File: src/rtl/function_eval_pkg.sv
// rtl/function_eval_pkg.sv - shared mode and FSM state types for the function evaluator
package function_eval_pkg;

  typedef enum logic [1:0] {
    MODE_SUM  = 2'd0,
    MODE_RSUM = 2'd1,
    MODE_SEL  = 2'd2,
    MODE_ILL  = 2'd3
  } mode_e;

  typedef enum logic [1:0] {
    IDLE  = 2'd0,
    ACCUM = 2'd1,
    DONE  = 2'd2
  } state_e;

endpackage

File: src/rtl/function_eval_datapath.sv
// rtl/function_eval_datapath.sv - per-beat combine logic and accumulator register
module function_eval_datapath
  import function_eval_pkg::*;
#(
  parameter int WIDTH = 8,
  parameter int NOPS  = 3,
  parameter int RW    = WIDTH + $clog2(NOPS),
  parameter int CW    = $clog2(NOPS)
) (
  input  logic             clk,
  input  logic             rst,
  input  logic             beat_fire,
  input  mode_e            mode,
  input  logic [CW-1:0]    idx,
  input  logic [WIDTH-1:0] data,
  output logic [RW-1:0]    acc
);

  logic [RW-1:0] acc_q, acc_d;
  logic          sel_nz_q, sel_nz_d;
  logic          first;
  logic [RW-1:0] base;

  assign first = (idx == '0);
  assign base  = first ? '0 : acc_q;
  assign acc   = acc_q;

  // Beat 0 restarts the accumulation, so no explicit clear is needed between operations.
  always_comb begin
    acc_d    = acc_q;
    sel_nz_d = sel_nz_q;
    if (beat_fire) begin
      case (mode)
        MODE_SUM:  acc_d = base + RW'(data);
        MODE_RSUM: acc_d = base + RW'(&data);
        MODE_SEL: begin
          acc_d = base;
          if (first) begin
            sel_nz_d = (data != '0);
          end else if ((int'(idx) == 1 && sel_nz_q) || (int'(idx) == 2 && !sel_nz_q)) begin
            acc_d = RW'(data);
          end
        end
        default:   acc_d = '0;
      endcase
    end
  end

  always_ff @(posedge clk or posedge rst) begin
    if (rst) begin
      acc_q    <= '0;
      sel_nz_q <= 1'b0;
    end else begin
      acc_q    <= acc_d;
      sel_nz_q <= sel_nz_d;
    end
  end

endmodule

File: src/rtl/function_eval_unit.sv
// rtl/function_eval_unit.sv - streamed NOPS-operand function evaluator with valid/ready handshakes
module function_eval_unit
  import function_eval_pkg::*;
#(
  parameter int  WIDTH = 8,
  parameter int  NOPS  = 3,
  localparam int RW    = WIDTH + $clog2(NOPS)
) (
  input  logic             clk,
  input  logic             rst,
  input  logic             in_valid,
  output logic             in_ready,
  input  logic [WIDTH-1:0] in_data,
  input  logic [1:0]       in_mode,
  output logic             out_valid,
  input  logic             out_ready,
  output logic [RW-1:0]    out_data,
  output logic             out_err
);

  localparam int CW = $clog2(NOPS);

  state_e        state_q, state_d;
  logic [CW-1:0] cnt_q, cnt_d;
  mode_e         mode_q, mode_d;
  logic          out_valid_q, out_valid_d;
  logic          out_err_q, out_err_d;
  logic          in_fire, out_fire;
  mode_e         beat_mode;
  logic [CW-1:0] beat_idx;

  assign in_ready  = (state_q != DONE);
  assign out_valid = out_valid_q;
  assign out_err   = out_err_q;
  assign in_fire   = in_valid && in_ready;
  assign out_fire  = out_valid_q && out_ready;

  // in_mode only matters on the first beat; later beats use the latched copy.
  assign beat_mode = (state_q == IDLE) ? mode_e'(in_mode) : mode_q;
  assign beat_idx  = (state_q == IDLE) ? '0 : cnt_q;

  always_comb begin
    state_d     = state_q;
    cnt_d       = cnt_q;
    mode_d      = mode_q;
    out_valid_d = out_valid_q;
    out_err_d   = out_err_q;
    case (state_q)
      IDLE: begin
        if (in_fire) begin
          mode_d  = mode_e'(in_mode);
          cnt_d   = CW'(1);
          state_d = ACCUM;
        end
      end
      ACCUM: begin
        if (in_fire) begin
          if (cnt_q == CW'(NOPS - 1)) begin
            cnt_d       = '0;
            state_d     = DONE;
            out_valid_d = 1'b1;
            out_err_d   = (mode_q == MODE_ILL);
          end else begin
            cnt_d = cnt_q + CW'(1);
          end
        end
      end
      DONE: begin
        if (out_fire) begin
          state_d     = IDLE;
          out_valid_d = 1'b0;
          out_err_d   = 1'b0;
        end
      end
      default: state_d = IDLE;
    endcase
  end

  always_ff @(posedge clk or posedge rst) begin
    if (rst) begin
      state_q     <= IDLE;
      cnt_q       <= '0;
      mode_q      <= MODE_SUM;
      out_valid_q <= 1'b0;
      out_err_q   <= 1'b0;
    end else begin
      state_q     <= state_d;
      cnt_q       <= cnt_d;
      mode_q      <= mode_d;
      out_valid_q <= out_valid_d;
      out_err_q   <= out_err_d;
    end
  end

  function_eval_datapath #(
    .WIDTH(WIDTH),
    .NOPS (NOPS),
    .RW   (RW),
    .CW   (CW)
  ) u_datapath (
    .clk      (clk),
    .rst      (rst),
    .beat_fire(in_fire),
    .mode     (beat_mode),
    .idx      (beat_idx),
    .data     (in_data),
    .acc      (out_data)
  );

endmodule

File: config.mk
export PLATFORM = sky130hd
export DESIGN_NAME = function_eval_unit
export DESIGN_NICKNAME = d
export VERILOG_FILES = /design/src/rtl/function_eval_pkg.sv /design/src/rtl/function_eval_datapath.sv /design/src/rtl/function_eval_unit.sv
export SDC_FILE = /design/constraint.sdc
export NUM_CORES = 1
export LEC_CHECK = 0
export ABC_AREA = 1
export ABC_CLOCK_PERIOD_IN_PS = 3300
export BUFFER_PORTS_ARGS = -buffer_cell sky130_fd_sc_hd__buf_2
export CAP_MARGIN = 20
export CORE_MARGIN = 2
export CORE_UTILIZATION = 33
export CTS_CLUSTER_DIAMETER = 30
export DETAILED_ROUTE_END_ITERATION = 8
export HOLD_SLACK_MARGIN = 0.05
export MAX_ROUTING_LAYER = met4
export PLACE_DENSITY_LB_ADDON = 0.08
export SLEW_MARGIN = 20
export SYNTH_ARGS = -nofsm -noshare
export SYNTH_HDL_FRONTEND = slang
export SYNTH_SLANG_ARGS = --single-unit
File: constraint.sdc
create_clock -name clk -period 3.3 [get_ports clk]
set_input_delay 0.33 -clock clk [delete_from_list [all_inputs] [get_ports clk]]
set_output_delay 0.33 -clock clk [all_outputs]
set_load 0.02 [all_outputs]
Word level (Yosys, flattened, before mapping)
Index checks and enable logic that the tools add are counted.
W data, S select, Z words.
Storage, ports and cells
  bits in registers: 19
  input bits: 14
Cells by class
  add/subtract/negate cells: 3
  equality and inequality tests: 13
  mux-type cells: 21
  reductions and logical operators: 18
Operators with widths (number)
  $mux W10: 3
  $pmux W10 S3: 1
  $mux W2: 8
  $eq A2 B2 Y1 const B: 6
  $add A10 B1 Y10: 1
  $add A10 B8 Y10: 1
  $ne A2 B2 Y1 const B: 5
  $reduce_and A4 Y1: 2
  $reduce_and A8 Y1: 1
  $reduce_bool A8 Y1: 1
  $logic_not A2 Y1: 3
  $pmux W2 S3: 1
  $reduce_and A3 Y1: 2
  $mux W1: 5
  $eq A2 B1 Y1 const B: 2
  $logic_and A1 B1 Y1: 4
  $pmux W1 S2: 2
  $pmux W2 S2: 1
  $reduce_bool A2 Y1: 2
  $add A2 B1 Y2 const B: 1
  $reduce_and A2 Y1: 1
  $logic_not A1 Y1: 1
  $logic_or A1 B1 Y1: 1

Longest topological paths before layout
  depth after elaboration: 8
  mapped depth: 19
  gate-level depth less buffers: 19

By module
From an unflattened synthesis, not the netlist that was laid out.
Second synthesis, totals
  cell total of the unflattened synthesis: 276
  area total of the unflattened synthesis: 1676.6 um^2
By module, submodules not included
  function_eval_datapath: instances 1, cells each 213, area each 1233.7 um^2, seq. area each 275.3 um^2
  function_eval_unit: instances 1, cells each 63, area each 442.9 um^2, seq. area each 200.2 um^2

Worst setup path after synthesis
No wires, ideal clock.
  path kind: register to register
  start point: register state_q[1]
  end point: register u_datapath.acc_q[3], in the netlist u_datapath.acc[3]
  data arrival time: 2.172 ns
  setup slack: 1.002 ns
  cell stages (with the launch flop): 16
  buffers on the path: 0
  clock period less this slack: 2.298 ns
  cells stage by stage: dfrtp_1 > inv_2 > nand2_2 > nand2_1 > nand2_2 > nor2_1 > nor2_1 > ha_1 > nand2_1 > nand2_1 > o21bai_1 > or2_2 > nand3_1 > nand2_1 > nand2_1 > o21ai_0
Between the ends
  word-level cells in the longest chain between the ends: 8
RTL lines
  start: declaration: RTL line function_eval_unit.sv:23  | state_e state_q, state_d;
  start signal: assignment: RTL line function_eval_unit.sv:87  | state_q <= state_d;
  parallel branches: the longest is 8 deep, another holds $add A10 B1 Y10
  end signal: assignment: RTL line function_eval_datapath.sv:51  | acc_q <= '0;
  end signal: assignment: RTL line function_eval_datapath.sv:54  | acc_q <= acc_d;
  end: declaration: RTL line function_eval_datapath.sv:19  | logic [RW-1:0] acc_q, acc_d;
Several ways; the timed one is not identified.
A chain may end at the register's enable or synchronous reset.

Final worst setup path
Same ends and word-level chain as after synthesis.

==> qor.yml <==
synth:
  seq_area_frac_synth: 0.292
  yosysTopAreaCell: "dfrtp_1"
  yosys-top-cells-area: "dfrtp_1, nand2_1, inv_1"
  ys_warn_count: 0
  synthTopCellsByCount: "nand2_1, inv_1, nor2_1"
  synth_top_cell_area_share: 0.292
  syn_inst: 252
  synth.most_common_cell: "nand2_1"
  synth_seq_cells: 19
  synth_cell_types: 30
  syn_nets: 275
  ys_async_sr_fraction: 1.00
  synth_ff_type: "dfrtp_1"
  synth-edff-count: 0
  syn_avg_cell_area_um2: 6.46
  synthesis.area_um2: 1630
drt:
  num_vias: 1645
  ant_nets: 0
  vias_per_cell: 4.74
  drt_iter0_drc: 106
  wl_per_cell_um: 13.2
  wl_um: 4560
  drtPass1Iterations: 4
  drcViolationCount: 0
finish:
  post-route-util: 0.393
  diodes: 0
  multiInputGateArea_um2: 958
  seq_area_um2: 475
  finalInstanceArea_um2: 1870
  final_nets: 304
  nFillCells: 531
  drive_gt1_frac: 0.164
  fin_cells: 347
  area_growth_syn_to_layout_pct: 14.7
floorplan:
  die_x_um: 74.3
  die_h_um: 74.3
  row_count: 25
  ioPinCount: 27
  core_area_um2: 4750
  die_area_um2: 5510
  start_util: 0.343
cts:
  htree_num_levels: 1
  cts_tree: "done"
  cts_buffer_depth: 2
  cts_sinks: 19
  cts.clk_slew.worst_paths_ns: 0.09
  hold_buffers: 0
  post_cts_resized: 0
  cts_made_buffers: 3
  clock_latency_ns: 0.27
  cts_root_buffer: "clkbuf_8"
  cts_setup_buffers: 0
setup_path:
  cp-start-kind: "flop"
  end_kind: "flop"
  path_max_fanout: 7
  critPathArrivalTime_ns: 2.81
  worstSetupPathType: "reg -> reg"
  required_ns: 3.45
pwr:
  ir_drop_v: 0.000360
  p_leak_nw: 1.02
  power_density_nw_per_um2: 1100
timing:
  hold_viol: 0
  rsz0062_at_grt: "no"
  finClkSkew_ns: 0.00802
  relSlewSlack: 0.453
  fmax_ghz: 0.377
  min_period_ns: 2.65
  setup_viol: 0
  slew_violations: 0
  min_period_over_period: 0.804
  worstMarginPinSlew_ns: 0.820
  fin_tns_setup_ns: 0
  worst_slack_ns: 0.647
place:
  io_buffers: 26
  dp_slack_ns: 0.701
  placedCellCount: 343
  place_congestion: 0.890
  dpl_cell_area_um2: 1820
  dpl.hpwl_um: 3480
status:
  status: "completed"
global_route:
  grt_pass1_wl_um: 7530
  grt_pass1_vias: 1498
  grt_max_degree: 20
  track_usage: 0.186
  grt_overflow: 0
  antenna_found_initial: 0
min_path:
  hold_path.class: "in -> async"
job:
  maxCapViolCount: 0
-- layout make-up --
cell class                 count  area share
clock buffer                   3      0.0221
clock inverter                 1     0.00402
inverter                      44      0.0884
multi-input combinational    186       0.513
sequential                    19       0.254
tap                           67      0.0448
timing repair buffer          27      0.0736
-- power breakdown --
part	internal, mW	switching, mW
clock network	0.0855	0.0999
registers	0.342	0.0805
logic	0.486	0.954
-- path summary, 6_finish.rpt --
kind / from / to / slack [ns] / cells after the start
worst max-delay path: state_q[1]$_DFFE_PP0P_ / u_datapath.acc[3]$_DFFE_PP0P_ / 0.65 / 15
worst min-delay path: rst / cnt_q[1]$_DFFE_PP0P_ / 0.20 / 2
worst max register to register: state_q[1]$_DFFE_PP0P_ / u_datapath.acc[3]$_DFFE_PP0P_ / 0.65 / 15
worst min register to register: u_datapath.acc[5]$_DFFE_PP0P_ / u_datapath.acc[5]$_DFFE_PP0P_ / 0.51 / 2
max in group asynchronous: rst / u_datapath.acc[7]$_DFFE_PP0P_ / 2.58 / 2
min in group clk: in_mode[1] / mode_q[1]$_DFFE_PP0P_ / 0.32 / 3
-- placed cells by master (no fill, tap or decap), drive strengths merged --
cell type and instances:
dfrtp 19, o22ai 1, fa 1, nand3b 1, nand3 17, a22oi 1, nor3 1, o31ai 1
o21a 1, o21ai 18, or2 2, inv 44, a21oi 12, o21bai 1, nand2 66, a31oi 6
ha 8, clkbuf 3, clkinvlp 1, nand4 2, xnor2 1, buf 27, o211ai 4, nor2 39
nor4 3
-- worst max-delay path, stage by stage, from the launching register on --
cell      delay (ns)
dfrtp_1         0.43
inv_2           0.08
nand2_2         0.09
nand2_1         0.08
nand2_2         0.11
nor2_1          0.42
nor2_1          0.10
ha_1            0.37
nand2_1         0.09
nand2_1         0.06
o21bai_1        0.18
or2_2           0.28
nand3_1         0.07
nand2_1         0.05
nand2_1         0.05
o21ai_0         0.07
-- through the flow --
| step | power (mW) | hold slack (ns) |
|---|---|---|
| global placement | 1.88 | 0.490 |
| floorplan | 1.54 | 0.281 |
| global route | 2.28 | 0.299 |
| CTS | 2.05 | 0.242 |
| finish | 2.05 | 0.203 |
| detailed placement | 1.86 | 0.492 |
-- metal layers --
metal | part of all wire | vias up | wire [um] | global-route usage
met4 | 0.0020 | 0 | 9 | 0.0317
li1 | - | 868 | - | -
met5 | 0 | - | 0 | -
met3 | 0.039 | 2 | 178 | 0.0325
met1 | 0.53 | 746 | 2430 | 0.273
met2 | 0.43 | 29 | 1940 | 0.272
-- sequential cells by signal, indices dropped and copies added, names as in the netlist --
register	count
u_datapath.acc	10
cnt_q	2
mode_q	2
state_q	2
out_err	1
out_valid	1
u_datapath.sel_nz_q	1
-- logic make-up (layout without fill, tap and decap cells) --
kind of cell,Yosys count,after routing,share of synthesized area
adders and majority gates,9,9,0.0737
AOI/OAI and AO/OA,45,45,0.161
and+or+nand+nor,131,131,0.349
buffers and inverters,47,75,0.120
xor gates and xnor gates,1,1,0.00538
DFF,19,19,0.292
Note: power is estimated with default switching activity, not from simulation.
